### src/rtl/seg7_scan_decoder_if.sv
// Multiplexed 7-segment display bus as seen by the scan decoder.
// The master side drives segments and digit select and receives the decoded view.
interface seg7_scan_decoder_if #(
  parameter int NB_DIGITS = 4
);
  logic [0:6]             seg;
  logic [NB_DIGITS-1:0]   digSel;
  logic [4*NB_DIGITS-1:0] nbOut;
  logic [NB_DIGITS-1:0]   digValid;
  logic                   frameValid;
  logic                   errPattern;
  logic                   errSel;

  modport master (
    output seg, digSel,
    input  nbOut, digValid, frameValid, errPattern, errSel
  );

  modport slave (
    input  seg, digSel,
    output nbOut, digValid, frameValid, errPattern, errSel
  );
endinterface

### src/rtl/seg7_scan_decoder.sv
// Monitors a multiplexed 7-segment bus and rebuilds the hex value of every digit.
// A sample is accepted only after STABLE_CYCLES identical consecutive samples.
module seg7_scan_decoder #(
  parameter int NB_DIGITS       = 4,
  parameter bit INPUT_POLARITY  = 1'b1,
  parameter bit DIGSEL_POLARITY = 1'b1,
  parameter int STABLE_CYCLES   = 4
) (
  input logic                clk_i,
  input logic                reset_i,
  seg7_scan_decoder_if.slave disp_io
);

  localparam int CntW = $clog2(STABLE_CYCLES + 1);
  localparam logic [CntW-1:0] CntMax = CntW'(STABLE_CYCLES);
  localparam logic [CntW-1:0] CntOne = CntW'(1);
  localparam logic [NB_DIGITS-1:0] SelOne = NB_DIGITS'(1);

  typedef enum logic {
    StWait,
    StHold
  } state_e;

  state_e                 stateQ, stateD;
  logic [CntW-1:0]        cntQ, cntD;
  logic [0:6]             segIn, segQ;
  logic [NB_DIGITS-1:0]   selIn, selQ;
  logic                   sampleSame;
  logic                   capture;
  logic                   multiSel;
  logic [4:0]             decoded;
  logic [4*NB_DIGITS-1:0] nbOutQ, nbOutD;
  logic [NB_DIGITS-1:0]   digValidQ, digValidD;
  logic [NB_DIGITS-1:0]   seenQ, seenD;
  logic                   frameValidQ, frameValidD;
  logic                   errPatternQ, errPatternD;
  logic                   errSelQ, errSelD;

  // Returns {hit, value}; the table matches the nibble encoder, bit order a..g.
  function automatic logic [4:0] decodeSeg(input logic [0:6] s);
    case (s)
      7'b1111110: return {1'b1, 4'h0};
      7'b0110000: return {1'b1, 4'h1};
      7'b1101101: return {1'b1, 4'h2};
      7'b1111001: return {1'b1, 4'h3};
      7'b0110011: return {1'b1, 4'h4};
      7'b1011011: return {1'b1, 4'h5};
      7'b1011111: return {1'b1, 4'h6};
      7'b1110000: return {1'b1, 4'h7};
      7'b1111111: return {1'b1, 4'h8};
      7'b1111011: return {1'b1, 4'h9};
      7'b1110111: return {1'b1, 4'hA};
      7'b0011111: return {1'b1, 4'hB};
      7'b1001110: return {1'b1, 4'hC};
      7'b0111101: return {1'b1, 4'hD};
      7'b1001111: return {1'b1, 4'hE};
      7'b1000111: return {1'b1, 4'hF};
      default:    return 5'b0_0000;
    endcase
  endfunction

  assign segIn      = INPUT_POLARITY  ? disp_io.seg    : ~disp_io.seg;
  assign selIn      = DIGSEL_POLARITY ? disp_io.digSel : ~disp_io.digSel;
  assign sampleSame = (segIn == segQ) && (selIn == selQ);

  always_ff @(posedge clk_i) begin
    if (reset_i) begin
      stateQ <= StWait;
      cntQ   <= '0;
    end else begin
      stateQ <= stateD;
      cntQ   <= cntD;
    end
  end

  // cntQ counts how many consecutive edges have sampled the value now held in segQ/selQ.
  always_comb begin
    stateD = stateQ;
    cntD   = cntQ;
    unique case (stateQ)
      StWait: begin
        if (!sampleSame) begin
          cntD = CntOne;
        end else if (cntQ == CntMax) begin
          stateD = StHold;
        end else begin
          cntD = cntQ + CntOne;
        end
      end
      StHold: begin
        if (!sampleSame) begin
          stateD = StWait;
          cntD   = CntOne;
        end
      end
      default: begin
        stateD = StWait;
        cntD   = CntOne;
      end
    endcase
  end

  assign capture = (stateQ == StWait) && (cntQ == CntMax);

  assign multiSel = (selQ & (selQ - SelOne)) != '0;
  assign decoded  = decodeSeg(segQ);

  always_comb begin
    nbOutD      = nbOutQ;
    digValidD   = digValidQ;
    seenD       = seenQ;
    frameValidD = 1'b0;
    errPatternD = 1'b0;
    errSelD     = 1'b0;
    if (capture) begin
      if (multiSel) begin
        errSelD = 1'b1;
      end else if (selQ != '0) begin
        for (int k = 0; k < NB_DIGITS; k++) begin
          if (selQ[k]) begin
            if (decoded[4]) begin
              nbOutD[4*k +: 4] = decoded[3:0];
              digValidD[k]     = 1'b1;
            end else begin
              digValidD[k] = 1'b0;
              errPatternD  = (segQ != 7'b0000000);
            end
          end
        end
        // A bad or blank pattern still counts toward the frame.
        seenD = seenQ | selQ;
        if (&seenD) begin
          frameValidD = 1'b1;
          seenD       = '0;
        end
      end
    end
  end

  always_ff @(posedge clk_i) begin
    if (reset_i) begin
      segQ        <= '0;
      selQ        <= '0;
      nbOutQ      <= '0;
      digValidQ   <= '0;
      seenQ       <= '0;
      frameValidQ <= 1'b0;
      errPatternQ <= 1'b0;
      errSelQ     <= 1'b0;
    end else begin
      segQ        <= segIn;
      selQ        <= selIn;
      nbOutQ      <= nbOutD;
      digValidQ   <= digValidD;
      seenQ       <= seenD;
      frameValidQ <= frameValidD;
      errPatternQ <= errPatternD;
      errSelQ     <= errSelD;
    end
  end

  assign disp_io.nbOut      = nbOutQ;
  assign disp_io.digValid   = digValidQ;
  assign disp_io.frameValid = frameValidQ;
  assign disp_io.errPattern = errPatternQ;
  assign disp_io.errSel     = errSelQ;

endmodule

### src/flat_wrapper.sv
// flat-port wrapper written by rule: the top's interface ports become plain ports
module seg7_scan_decoder_flat 
#(
  parameter int NB_DIGITS       = 4,
  parameter bit INPUT_POLARITY  = 1'b1,
  parameter bit DIGSEL_POLARITY = 1'b1,
  parameter int STABLE_CYCLES   = 4
)
  (clk_i, reset_i, disp_io_seg, disp_io_digSel, disp_io_nbOut, disp_io_digValid, disp_io_frameValid, disp_io_errPattern, disp_io_errSel);
  seg7_scan_decoder_if #(.NB_DIGITS(NB_DIGITS)) disp_io_i ();
  input logic clk_i;
  input logic reset_i;
  input wire logic [$bits(disp_io_i.seg)-1:0] disp_io_seg;
  input wire logic [$bits(disp_io_i.digSel)-1:0] disp_io_digSel;
  output wire logic [$bits(disp_io_i.nbOut)-1:0] disp_io_nbOut;
  output wire logic [$bits(disp_io_i.digValid)-1:0] disp_io_digValid;
  output wire logic [$bits(disp_io_i.frameValid)-1:0] disp_io_frameValid;
  output wire logic [$bits(disp_io_i.errPattern)-1:0] disp_io_errPattern;
  output wire logic [$bits(disp_io_i.errSel)-1:0] disp_io_errSel;
  assign disp_io_i.seg = disp_io_seg;
  assign disp_io_i.digSel = disp_io_digSel;
  assign disp_io_nbOut = disp_io_i.nbOut;
  assign disp_io_digValid = disp_io_i.digValid;
  assign disp_io_frameValid = disp_io_i.frameValid;
  assign disp_io_errPattern = disp_io_i.errPattern;
  assign disp_io_errSel = disp_io_i.errSel;
  seg7_scan_decoder #(.NB_DIGITS(NB_DIGITS), .INPUT_POLARITY(INPUT_POLARITY), .DIGSEL_POLARITY(DIGSEL_POLARITY), .STABLE_CYCLES(STABLE_CYCLES)) u_core (.clk_i(clk_i), .reset_i(reset_i), .disp_io(disp_io_i));
endmodule
### config.mk
export PLATFORM = sky130hd
export DESIGN_NAME = seg7_scan_decoder_flat
export DESIGN_NICKNAME = d
export VERILOG_FILES = /design/src/rtl/seg7_scan_decoder_if.sv /design/src/rtl/seg7_scan_decoder.sv /design/src/flat_wrapper.sv
export SDC_FILE = /design/constraint.sdc
export NUM_CORES = 1
export LEC_CHECK = 0
export BUFFER_PORTS_ARGS = -buffer_cell sky130_fd_sc_hd__buf_2
export CAP_MARGIN = 20
export CORE_MARGIN = 10
export CORE_UTILIZATION = 50
export CTS_CLUSTER_SIZE = 30
export DETAILED_ROUTE_END_ITERATION = 7
export GPL_ROUTABILITY_DRIVEN = 0
export PLACE_DENSITY = 0.71
export RECOVER_POWER = 50
export SYNTH_ARGS = -nofsm -noshare
export SYNTH_HDL_FRONTEND = slang
export SYNTH_SLANG_ARGS = --single-unit
export TNS_END_PERCENT = 30
### constraint.sdc
create_clock -name clk_i -period 3.79 [get_ports clk_i]
set_clock_uncertainty 0.2 [all_clocks]
set_input_delay 0.1895 -clock clk_i [delete_from_list [all_inputs] [get_ports clk_i]]
set_output_delay 0.1895 -clock clk_i [all_outputs]
set_load 0.005 [all_outputs]
### After elaboration in Yosys (flattened, before gate mapping)

Cells that the tools add are included.

* input port bits: 13
* flip-flop bits (word level): 42
* word-level logic and storage cells: 84

* reductions and logical operators: 18
* equal/unequal tests: 21
* bitwise logic cells: 6
* muxes and demuxes: 21
* add/subtract/negate cells: 2

Operator list (number)
* 7-bit == test (second input constant): 12
* 5-bit one-hot mux with 16 select lines: 1
* 7-bit by 6-bit == test with 1-bit output (second input constant): 3
* 4-bit AND reduction: 5
* 5-bit AND reduction: 4
* 1-bit 2-to-1 mux: 14
* 3-bit 2-to-1 mux: 3
* 4-bit nonzero test: 2
* 7-bit by 5-bit == test with 1-bit output (second input constant): 1
* 7-bit == test: 1
* 7-bit nonzero test: 1
* 3-bit one-hot mux with 2 select lines: 1
* 4-bit bitwise AND: 1
* 4-bit == test: 1
* 4-bit 2-to-1 mux: 1
* 1-bit inverter: 4
* 4-bit bitwise OR: 1
* 4-bit OR reduction: 1
* 4-bit by 1-bit subtractor with 4-bit output (second input constant): 1
* 3-bit by 1-bit adder with 3-bit output (second input constant): 1
* 3-bit == test (second input constant): 1
* 3-bit inequality test (second input constant): 1
* 3-bit AND reduction: 1
* 1-bit logical AND: 2
* 4 further kinds: 4

### Longest topological paths before layout

Gate-level depths: netlist of the first run.

* word-level depth: 10
* gate-level depth with buffers: 8
* mapped depth without buffers: 7

### Worst setup path after synthesis of the first run

No wires, ideal clock.

* path kind: register to register
* start point: reg u_core.segQ[0] (netlist name)
* end point: reg u_core.nbOutQ[10], in the netlist u_core.disp_io.nbOut[10]
* data required time: 3.469 ns
* period minus slack after synthesis: 2.096 ns
* arrival time: 1.775 ns
* stages on the path, launching flop included: 8
* path buffers: 1
* path slack: 1.694 ns
* cell sequence: dfxtp_1 > buf_4 > and3b_1 > o2111ai_2 > nand4b_4 > nor3_4 > nor2_4 > mux2_4

* word-level cells in the longest chain between the ends: 3
* elaborated cells on any way between the ends: 18
* classes of those cells: eq/ne: 16; mux: 1; reduce/logical: 1

Ends and longest elaborated chain
* start, declared: line seg7_scan_decoder.sv:26 `logic [0:6] segIn, segQ;`
* start signal, assigned: line seg7_scan_decoder.sv:151 `segQ <= segIn;`
* 7-bit == test (tied with other cells): line seg7_scan_decoder.sv:41 `case (s)`
* 5-bit one-hot mux with 16 select lines *: line seg7_scan_decoder.sv:41
* 5-bit AND reduction (no source line)
* end signal, assigned: line seg7_scan_decoder.sv:153 `nbOutQ <= nbOutD;`
* end, declared: line seg7_scan_decoder.sv:32 `logic [4*NB_DIGITS-1:0] nbOutQ, nbOutD;`

Every way passes the cells marked *; elsewhere a longest branch is shown, timed or not.
A chain may end at the register's enable or synchronous reset.

### Worst setup path in the final report of the first run

* start point: reg u_core.selQ[1]
* end point: reg u_core.nbOutQ[6], in the netlist u_core.disp_io.nbOut[6]

* word-level cells in the longest chain between the ends: 5
* elaborated cells on any way between the ends: 6
* classes of those cells: add/sub: 1; bitwise: 2; reduce/logical: 3

Ends and longest elaborated chain
* start, declared: line seg7_scan_decoder.sv:27 `logic [NB_DIGITS-1:0] selIn, selQ;`
* start signal, assigned: line seg7_scan_decoder.sv:152 `selQ <= selIn;`
* 4-bit by 1-bit subtractor with 4-bit output: line seg7_scan_decoder.sv:105 `assign multiSel = (selQ & (selQ - SelOne)) != '0;`
* 4-bit bitwise AND: line seg7_scan_decoder.sv:105
* 4-bit nonzero test: line seg7_scan_decoder.sv:105
* 1-bit inverter (no source line)
* 5-bit AND reduction (no source line) *

Marks and branches as above.

==> results of run 1 <==
[power by group]
| part | switching, W | internal [W] |
|---|---|---|
| clock | 0.000156 | 0.000146 |
| combinational | 0.0000315 | 0.0000353 |
| sequential | 0.0000217 | 0.000448 |
| total | 0.000209 | 0.000629 |
[worst register-to-register path: stages (launching register included)]
cell      delay, ps
dfxtp_1         540
xor2_1          180
o211ai_1         90
a21oi_1         710
nand2_1         300
nor2_4          240
mux2_4          310
[registers in the layout (all words and copies together), names as in the netlist]
name / count
u_core.disp_io.errSel: 1
u_core.cntQ: 3
u_core.disp_io.digValid: 4
u_core.disp_io.nbOut: 16
u_core.segQ: 7
u_core.selQ: 4
u_core.disp_io.frameValid: 1
u_core.stateQ: 1
u_core.seenQ: 4
u_core.disp_io.errPattern: 1
[area by class of cell]
type,instances,area (µm²)
Tap cell,50,62.6
Timing Repair Buffer,46,249
Clock inverter,2,12.5
Sequential cell,42,841
Clock buffer,6,82.6
Inverter,7,26.3
Multi-Input combinational cell,171,1160
Fill cell,361,1620
[worst max-delay path by stage]
stage / end / slack [ps] / cells past startpoint
2_1_floorplan: u_core.disp_io.nbOut[10]$_SDFFE_PP0P_ / 1690 / 7
3_3_place_gp: u_core.disp_io.nbOut[10]$_SDFFE_PP0P_ / 1200 / 6
3_5_place_dp: u_core.disp_io.nbOut[10]$_SDFFE_PP0P_ / 1190 / 6
4_1_cts: u_core.disp_io.nbOut[10]$_SDFFE_PP0P_ / 1180 / 6
5_1_grt: u_core.disp_io.nbOut[10]$_SDFFE_PP0P_ / 910 / 6
6_report: u_core.disp_io.nbOut[6]$_SDFFE_PP0P_ / 1130 / 6
[per-layer routing]
layer	track usage, %	vias up	part of all wire, %
li1	-	897	-
met1	17.3	827	45
met2	22.1	52	47
met3	5.07	5	6.8
met4	4.64	0	1.2
met5	0	-	0
[per-stage QoR]
stage / utilization [%] / hold WS [ps]
floorplan: - / 118
global placement: 55.9 / 232
detailed placement: 55.9 / 234
CTS: 60.9 / 133
global route: 60.0 / 143
finish: 60.0 / 128
[placed cells by master, fill, tap and decap left out, drive strengths merged, types with 3 or more instances in the layout]
| master | count |
|---|---|
| dlygate4sd3 | 11 |
| clkbuf | 34 |
| mux2i | 7 |
| nand3 | 8 |
| nand4 | 4 |
| dfxtp | 42 |
| o21ai | 9 |
| nor2b | 20 |
| a21oi | 15 |
| xnor2 | 13 |
| inv | 7 |
| nor2 | 14 |
| o21a | 4 |
| mux2 | 3 |
| or3 | 4 |
| nor3 | 6 |
| buf | 7 |
| nand2 | 21 |
| and2 | 5 |
| o211ai | 3 |
[cells by family after synthesis]
kind of cell,synth area share (%)
XOR/XNOR,6.19
AO/OA/AOI/OAI,13.5
multiplexers,5.42
flip-flops,39.6
buffers and inverters,5.60
AND/OR/NAND/NOR,28.0
adder cells (fa/ha/maj),1.65
==> reports/metrics.yaml, run 1 <==
status:
  status: "completed"
global_routing:
  grt_max_degree: 25
  grt_pass1_wl_mm: 8.40
  grt_overflow: 0
  antenna_found_initial: 0
  grt_pass1_vias: 1677
  grt_usage_pct: 14.1
placement:
  dp_cells: 305
  dp_hpwl_mm: 3.50
  dp_worst_setup_slack_ps: 1190
  portBuffers: 35
  placed_cell_area_um2: 2270
floorplanning:
  pin_count: 36
  rows: 23
  dieArea_um2: 7250
  die_w_um: 85.1
  fp.dieH_um: 85.1
  start_util_pct: 52.3
  core_area_um2: 4060
route:
  drc: 0
  num_vias: 1781
  wl_mm: 5.05
  ant_nets: 0
  drt-initial-drc-count: 158
  first_pass_iters: 4
  wl_per_cell_um: 15.6
  routed_via_density: 5.50
clock_network:
  root_buffer: "clkbuf_8"
  clockBufferDepth: 2
  ctsHoldBuffers: 11
  cts_setup_buffers: 0
  clkLatencyLatePin_ps: 300
  cts_tree: "done"
  htreeDepth: 2
  cts_made_buffers: 5
  clk_pin_slew_ps: 80
  cts_resized: 0
  clock_sinks: 42
critical_path:
  reg2reg_depth: 6
  regToRegEndpoint: "u_core.disp_io.nbOut[6]$_SDFFE_PP0P_"
  reg2reg_from: "u_core.selQ[1]$_SDFF_PP0_"
  crit_path_top_delay_cell: "a21oi_1"
  cp-end-kind: "flop"
  crit_chain: "xor2_1 > o211ai_1 > a21oi_1 > nand2_1 > nor2_4 > mux2_4"
  crit_start: "u_core.selQ[1]$_SDFF_PP0_"
  path_delay_family: "compound AO/OA/AOI/OAI gates"
  cp-start-kind: "flop"
  path_class: "flop to flop"
  worstPathMaxFanout: 13
  r2r_slack_ps: 1130
  critPathBufInv: 0
  cpPeakStageDelay_ps: 710
  critPathRequiredTime_ps: 3780
  worstPathArrival_ps: 2650
synthesis:
  yosysMostFrequentCell: "dfxtp_1"
  synthArstFlopShare_pct: 0
  synth_seq_cells: 42
  yosys.area.top_type: "dfxtp_1"
  postSynthCellCount: 237
  synth_top_area_share_pct: 39.6
  ys_seq_area_share_pct: 39.6
  synth_fp_nets: 252
  ys_warn_count: 0
  synth.distinct_cells: 52
  synth_common_cells: "dfxtp_1 (42), nand2_1 (21), nor2b_1 (20), a21oi_1 (15), xnor2_1 (13)"
  syn_area_per_cell_um2: 8.95
  netlist_area_um2: 2120
  synth_edf_count: 0
  synth_area_leaders: "dfxtp_1 (40%), nor2b_1 (5.9%), xnor2_1 (5.4%)"
  synth_ff_type: "dfxtp_1"
sta:
  finalCritPeriodShare_pct: 70.3
  timing.fmax_mhz: 375
  setup_viol: 0
  min_period_ps: 2660
  slew_violations: 0
  rsz0062_at_grt: "false"
  finalSetupTns_ps: 0
  finalHoldViolations: 0
  relSlewSlack_pct: 42.2
  setup_slack_ps: 1130
  tightestPinTransition_ps: 868
hold_path:
  hp-class: "primary input to flop"
  hold_end: "u_core.segQ[6]$_SDFF_PP0_"
  hp-start: "reset_i"
  min_path_cells: 2
power:
  irDropWorstVdd_v: 0.000239
  power.total_w: 0.000839
  powerDensity_nw_per_um2: 344
  p_leak_nw: 0.827
run:
  drv_cap: 0
final_layout:
  final_area_um2: 2440
  synthToLayoutAreaGrowth_pct: 14.8
  final_cells: 324
  antennaDiodeCount: 0
  final_layout_size_suffix_gt1_share_pct: 9.85
  nets: 288
Note: power is estimated with default switching activity, not from simulation.
==> run 2: changes to the inputs <==
- clock period: 3.79 -> 2.75 ns (I/O delays scaled with it)
==> run 2 against run 1 <==
Sequential cell count did not move. Count of clock-buffer cells in the layout stayed put. Via count up 0.51%. Sequential power is 37% higher. Worst setup slack lost 880 ps. Register-to-register slack lost 880 ps. Total power grew 36%. Worst hold slack worse by 49 ps. Critical path depth unchanged. Die area did not move. Cell count grew 0.62%. Critical path type unchanged. Critical endpoint is now u_core.disp_io.nbOut[2]$_SDFFE_PP0P_. Highest routed layer unchanged.
==> reports/metrics.yaml, run 2 (synthesis results as in run 1) <==
status:
  status: "completed"
critical_path:
  cpPeakStageDelay_ps: 680  # -30 ps
  r2r_slack_ps: 250  # -880 ps
  cp-start-kind: "flop"
  crit_chain: "nor2b_1 > nor4b_1 > a311o_2 > nor3_4 > nor2_4 > mux2_4"
  critPathRequiredTime_ps: 2740  # -1040 ps
  worstPathMaxFanout: 16  # +3
  path_class: "flop to flop"
  regToRegEndpoint: "u_core.disp_io.nbOut[2]$_SDFFE_PP0P_"
  cp-end-kind: "flop"
  crit_start: "u_core.segQ[4]$_SDFF_PP0_"
  worstPathArrival_ps: 2500  # -150 ps
  crit_path_end: "u_core.disp_io.nbOut[2]$_SDFFE_PP0P_"
  crit_cells: 6  # unchanged
  path_delay_family: "simple AND/OR/NAND/NOR gates"
  reg2reg_depth: 6  # unchanged
  critPathBufInv: 0  # unchanged
  reg2reg_from: "u_core.segQ[4]$_SDFF_PP0_"
  crit_path_top_delay_cell: "dfxtp_1"
sta:
  finalSetupTns_ps: 0  # unchanged
  timing.fmax_mhz: 399  # +6.4%
  min_period_ps: 2500  # -160 ps
  slew_violations: 0  # unchanged
  setup_viol: 0  # unchanged
  rsz0062_at_grt: "false"
  finalCritPeriodShare_pct: 91.0  # +21 points
  finalHoldViolations: 0  # unchanged
  relSlewSlack_pct: 59.6  # +17 points
  tightestPinTransition_ps: 599  # -268 ps
final_layout:
  antennaDiodeCount: 0  # unchanged
  layout_common_cells: "dfxtp_1 (42), clkbuf_1 (29), nand2_1 (21)"
  final_common_cell: "dfxtp_1"
  largest_reg_flops: 16  # unchanged
  final_layout_size_suffix_gt1_share_pct: 10.1  # +0.29 points
  synthToLayoutAreaGrowth_pct: 15.1
  final_area_um2: 2440  # +0.26%
  nets: 290  # +0.69%
  fin_util_pct: 60.2  # +0.15 points
global_routing:
  grt_usage_pct: 14.5  # +0.45 points
  grt_pass1_wl_mm: 8.67  # +3.3%
  grt_pass1_vias: 1781  # +6.2%
  grt_max_degree: 25  # unchanged
  grt_overflow: 0  # unchanged
  antenna_found_initial: 0  # unchanged
floorplanning:
  die_w_um: 85.1  # unchanged
  pin_count: 36  # unchanged
  core_area_um2: 4060  # unchanged
  rows: 23  # unchanged
  start_util_pct: 52.3  # unchanged
  fp.dieH_um: 85.1  # unchanged
  dieArea_um2: 7250  # unchanged
placement:
  portBuffers: 35  # unchanged
  placed_cell_area_um2: 2280  # +0.66%
  dp_hpwl_mm: 3.51  # +0.34%
clock_network:
  clk_pin_slew_ps: 80  # about the same
  htreeDepth: 2  # unchanged
  cts_made_buffers: 5  # unchanged
  clock_sinks: 42  # unchanged
  cts_resized: 0  # unchanged
  clkLatencyLatePin_ps: 300  # about the same
  cts_tree: "done"
  root_buffer: "clkbuf_8"
  clockBufferDepth: 2  # unchanged
route:
  num_vias: 1790  # +0.51%
  drt-initial-drc-count: 204  # +29%
  wl_mm: 5.05  # about the same
  routed_via_density: 5.49  # -0.11%
  drc: 0  # unchanged
  first_pass_iters: 4  # unchanged
  wl_per_cell_um: 15.5  # -0.53%
  ant_nets: 0  # unchanged
power:
  p_leak_nw: 0.836  # +1.0%
  powerDensity_nw_per_um2: 466  # +35%
  irDropWorstVdd_v: 0.000300  # +26%
hold_path:
  hp-class: "primary input to flop"
  min_path_cells: 2  # unchanged
run:
  drv_cap: 0  # unchanged
## run 2: cell count changes in the layout (fill, tap and decap cells not counted), sizes merged
| cell | previous run | this run |
|---|---|---|
| clkinv | 1 | 2 |
| clkinvlp | 1 | 0 |
| buf | 7 | 9 |
## run 2: repair_timing
| item | 4_1_cts | 5_1_grt |
|---|---|---|
| setup endpoints to repair | 0 | 0 |
| buffers inserted | 0 | 0 |
| hold buffers | 11 | 0 |
| endpoints found under the hold margin | 11 | 0 |
## run 2: final cells by class
type                            count  area, µm²
Clock buffer                        6       72.6
Clock inverter                      2       13.8
Fill cell                         387       1620
Inverter                            7       26.3
Multi-Input combinational cell    171       1160
Sequential cell                    42        841
Tap cell                           50       62.6
Timing Repair Buffer               48        264
## run 2: power breakdown
part / switching (W) / internal, W
clock network: 0.000218 / 0.000179
registers: 0.0000264 / 0.000617
logic: 0.0000472 / 0.0000496
## run 2: routing by layer
layer  GRT usage, %  up-vias  routed length [µm]
li1               -      898                   -
met1           17.2      844                2220
met2           23.3       40                2460
met3           4.97        8                 285
met4           6.14        0                  82
met5              0        -                   0
## run 2: worst min path at each step
stage                                           end      startpoint  slack [ps]
final                     u_core.segQ[5]$_SDFF_PP0_         reset_i          80
after global routing      u_core.segQ[0]$_SDFF_PP0_         reset_i         100
after CTS                 u_core.selQ[3]$_SDFF_PP0_         reset_i          70
after detailed placement  u_core.segQ[6]$_SDFF_PP0_  disp_io_seg[0]         180
after global placement    u_core.segQ[0]$_SDFF_PP0_  disp_io_seg[6]         180
after floorplan           u_core.segQ[0]$_SDFF_PP0_  disp_io_seg[6]          70
## run 2: worst reg2reg max path, cell delays in order (launching register included)
cell and delay, ps:
dfxtp_1 680, nor2b_1 150, nor4b_1 170, a311o_2 360, nor3_4 430, nor2_4 100
mux2_4 320
## run 2: metrics by stage
step / hold WS [ps] / worst slack [ps] / power (W) / cells
after global routing: 103 / 145 / 0.00119 / 326
after detailed placement: 180 / 287 / 0.000742 / 307
after global placement: 179 / 353 / 0.000742 / 307
final: 79.6 / 246 / 0.00114 / 326
after floorplan: 65.7 / 654 / 0.000721 / 237
after CTS: 70.5 / 263 / 0.00114 / 326
==> run 3: changes to the inputs <==
- ABC_AREA: default -> 1
- PLACE_DENSITY: 0.71 -> 0.72
==> run 3 against run 2 <==
Worst setup slack better by 400 ps. Fmax rose by 19%. Synthesized cell count up 23%. Critical path depth is 4 higher. Critical path type unchanged. Highest routed layer unchanged.
==> reports/metrics.yaml, run 3 <==
sta:
  finalSetupTns_ps: 0  # unchanged
  setup_viol: 0  # unchanged
  rsz0062_at_grt: "false"
  min_period_ps: 2110  # -395 ps
  tightestPinTransition_ps: 542  # -57.7 ps
  finalHoldViolations: 0  # unchanged
  timing.fmax_mhz: 474  # +19%
  relSlewSlack_pct: 63.8  # +4.2 points
  slew_violations: 0  # unchanged
  finalCritPeriodShare_pct: 76.7  # -14 points
route:
  num_vias: 1892  # +5.7%
  drt-initial-drc-count: 100  # -51%
  first_pass_iters: 4  # unchanged
  drc: 0  # unchanged
  wl_per_cell_um: 11.6  # -25%
  wl_mm: 4.46  # -12%
  ant_nets: 0  # unchanged
  routed_via_density: 4.90  # -11%
synthesis:
  ys_seq_area_share_pct: 42.1  # +2.5 points
  syn_area_per_cell_um2: 6.86  # -23%
  synth_fp_nets: 306  # +21%
  synth_common_cells: "nand2_1 (72), nor2_1 (44), dfxtp_1 (42), inv_1 (35), a21oi_1 (28)"
  yosys.area_share.simple_pct: 36.2  # +8.2 points
  synthMuxAreaShare_pct: 0  # -5.4 points
  synth_seq_cells: 42  # unchanged
  synth_area_leaders: "dfxtp_1 (42%), nand2_1 (14%), nor2_1 (8.3%)"
  synth_compound_area_share_pct: 8.53  # -5.0 points
  synth.distinct_cells: 26  # -50%
  postSynthCellCount: 291  # +23%
  ys_warn_count: 0  # unchanged
  synth-xor-area-share_pct: 2.63  # -3.6 points
  synth_edf_count: 0  # unchanged
  synthArstFlopShare_pct: 0  # unchanged
  synth_top_area_share_pct: 42.1  # +2.5 points
  synthAdderAreaFrac_pct: 1.25  # -0.40 points
  synth_ff_type: "dfxtp_1"
  yosysMostFrequentCell: "nand2_1"
  netlist_area_um2: 2000  # -6.0%
  synth_top_family_by_area: "simple AND/OR/NAND/NOR gates"
  yosys.area.top_type: "dfxtp_1"
clock_network:
  cts_resized: 0  # unchanged
  htreeDepth: 2  # unchanged
  clk_pin_slew_ps: 80  # about the same
  cts_made_buffers: 5  # unchanged
  root_buffer: "clkbuf_8"
  cts_tree: "done"
  clockBufferDepth: 2  # unchanged
  ctsHoldBuffers: 11  # unchanged
  clkLatencyLatePin_ps: 290  # about the same
  clock_sinks: 42  # unchanged
  cts_setup_buffers: 0  # unchanged
critical_path:
  reg2reg_depth: 10  # +4
  critPathRequiredTime_ps: 2770  # +30 ps
  cp-start-kind: "flop"
  worstPathMaxFanout: 29  # +13
  cp-end-kind: "flop"
  path_class: "flop to flop"
  reg2reg_from: "u_core.segQ[2]$_SDFF_PP0_"
  worstPathArrival_ps: 2130  # -370 ps
  regToRegEndpoint: "u_core.disp_io.nbOut[3]$_SDFFE_PP0P_"
  r2r_slack_ps: 640  # +400 ps
global_routing:
  grt_max_degree: 30  # +20%
  grt_overflow: 0  # unchanged
  grt_usage_pct: 12.9  # -1.6 points
  antenna_found_initial: 0  # unchanged
  grt_pass1_wl_mm: 7.77  # -10%
  grt_pass1_vias: 1757  # -1.3%
final_layout:
  final_cells: 386  # +18%
  final_common_cell: "nand2_1"
  antennaDiodeCount: 0  # unchanged
  nFillCells: 371  # -4.1%
  nets: 352  # +21%
  layout_common_cells: "nand2_1 (72), nor2_1 (44), dfxtp_1 (42)"
  synthToLayoutAreaGrowth_pct: 18.7
  largest_reg_flops: 16  # unchanged
  final_layout_size_suffix_gt1_share_pct: 7.99  # -2.2 points
  fin_util_pct: 62.8  # +2.6 points
power:
  pwr-share-seq_pct: 52.6  # -4.0 points
  p_sw_w: 0.000271  # -7.2%
  irDropWorstVdd_v: 0.000279  # -7.2%
  switching_share_pct: 22.7  # -3.0 points
  power_frac_comb_pct: 7.5  # -1.0 points
  p_int_w: 0.000923  # +9.2%
  clockPowerShare_pct: 39.8  # +4.9 points
  p_leak_nw: 0.996  # +19%
  power.total_w: 0.00119  # +5.0%
  powerDensity_nw_per_um2: 504  # +8.3%
floorplanning:
  rows: 22  # -4.3%
  pin_count: 36  # unchanged
  fp.dieH_um: 83.2  # -2.3%
  dieArea_um2: 6920  # -4.6%
  start_util_pct: 52.9  # +0.62 points
  core_area_um2: 3770  # -7.1%
  die_w_um: 83.2  # -2.3%
hold_path:
  hp-start: "reset_i"
  min_path_cells: 2  # unchanged
  hp-class: "primary input to flop"
  hold_end: "u_core.segQ[5]$_SDFF_PP0_"
status:
  status: "completed"
placement:
  dp_hpwl_mm: 3.30  # -6.0%
  dp_cells: 367  # +20%
  portBuffers: 35  # unchanged
run:
  drv_cap: 0  # unchanged
## run 3: worst max-delay path, cell delays in order (launching register included)
cell	delay (ps)
dfxtp_1	430
inv_1	60
nand2_1	70
nor2_1	70
nand2_1	100
nand3_2	90
nor2_2	120
nand3_2	440
nand2_1	260
nand2_1	70
a21oi_1	120
## run 3: layer usage
metal	track usage, %	vias to the layer above	wire [µm]
li1	-	1012	-
met1	15.3	846	2130
met2	22.0	30	2110
met3	4.10	4	192
met4	3.23	0	35
met5	0	-	0
## run 3: layout make-up
class	count	area, µm²	area share, %
clock inverter	2	37.5	1.58
multi-input combinational	204	970	40.9
clock buffer	6	72.6	3.06
tap	48	60.1	2.54
inverter	38	143	6.02
timing repair buffer	46	245	10.4
sequential	42	841	35.5
## run 3: power groups by stage
| stage | Combinational, W | Sequential [W] | Clock (W) |
|---|---|---|---|
| floorplan | 0.0000604 | 0.000640 | 0 |
| global placement | 0.0000794 | 0.000642 | 0 |
| detailed placement | 0.0000798 | 0.000643 | 0 |
| CTS | 0.0000919 | 0.000628 | 0.000488 |
| global route | 0.000103 | 0.000630 | 0.000520 |
| finish | 0.0000899 | 0.000629 | 0.000476 |
## run 3: worst max-delay path by stage
stage,slack [ps],start,endpoint,cells past startpoint
detailed placement,670,u_core.segQ[2]$_SDFF_PP0_,u_core.disp_io.nbOut[3]$_SDFFE_PP0P_,10
floorplan,1090,u_core.cntQ[0]$_SDFFE_PP0P_,u_core.seenQ[0]$_SDFFE_PP0P_,8
finish,640,u_core.segQ[2]$_SDFF_PP0_,u_core.disp_io.nbOut[3]$_SDFFE_PP0P_,10
CTS,650,u_core.segQ[2]$_SDFF_PP0_,u_core.disp_io.nbOut[3]$_SDFFE_PP0P_,10
global route,420,u_core.segQ[2]$_SDFF_PP0_,u_core.disp_io.nbOut[3]$_SDFFE_PP0P_,10
global placement,740,u_core.segQ[2]$_SDFF_PP0_,u_core.disp_io.nbOut[3]$_SDFFE_PP0P_,10
## run 3: per-stage QoR
step	worst slack [ps]	hold WS, ps	cell area, µm²
floorplan	1090	44.5	2000
finish	642	78.7	2370
global placement	740	165	2190
CTS	654	80.6	2410
global route	420	97.5	2370
detailed placement	674	171	2190
## run 3: cell families (layout without fill, tap and decap cells)
kind of cell,after synthesis,in the layout
AND/OR/NAND/NOR,163,163
buffers and inverters,45,92
flip-flops,42,42
AO/OA/AOI/OAI,33,33
XOR/XNOR,6,6
adder cells (fa/ha/maj),2,2
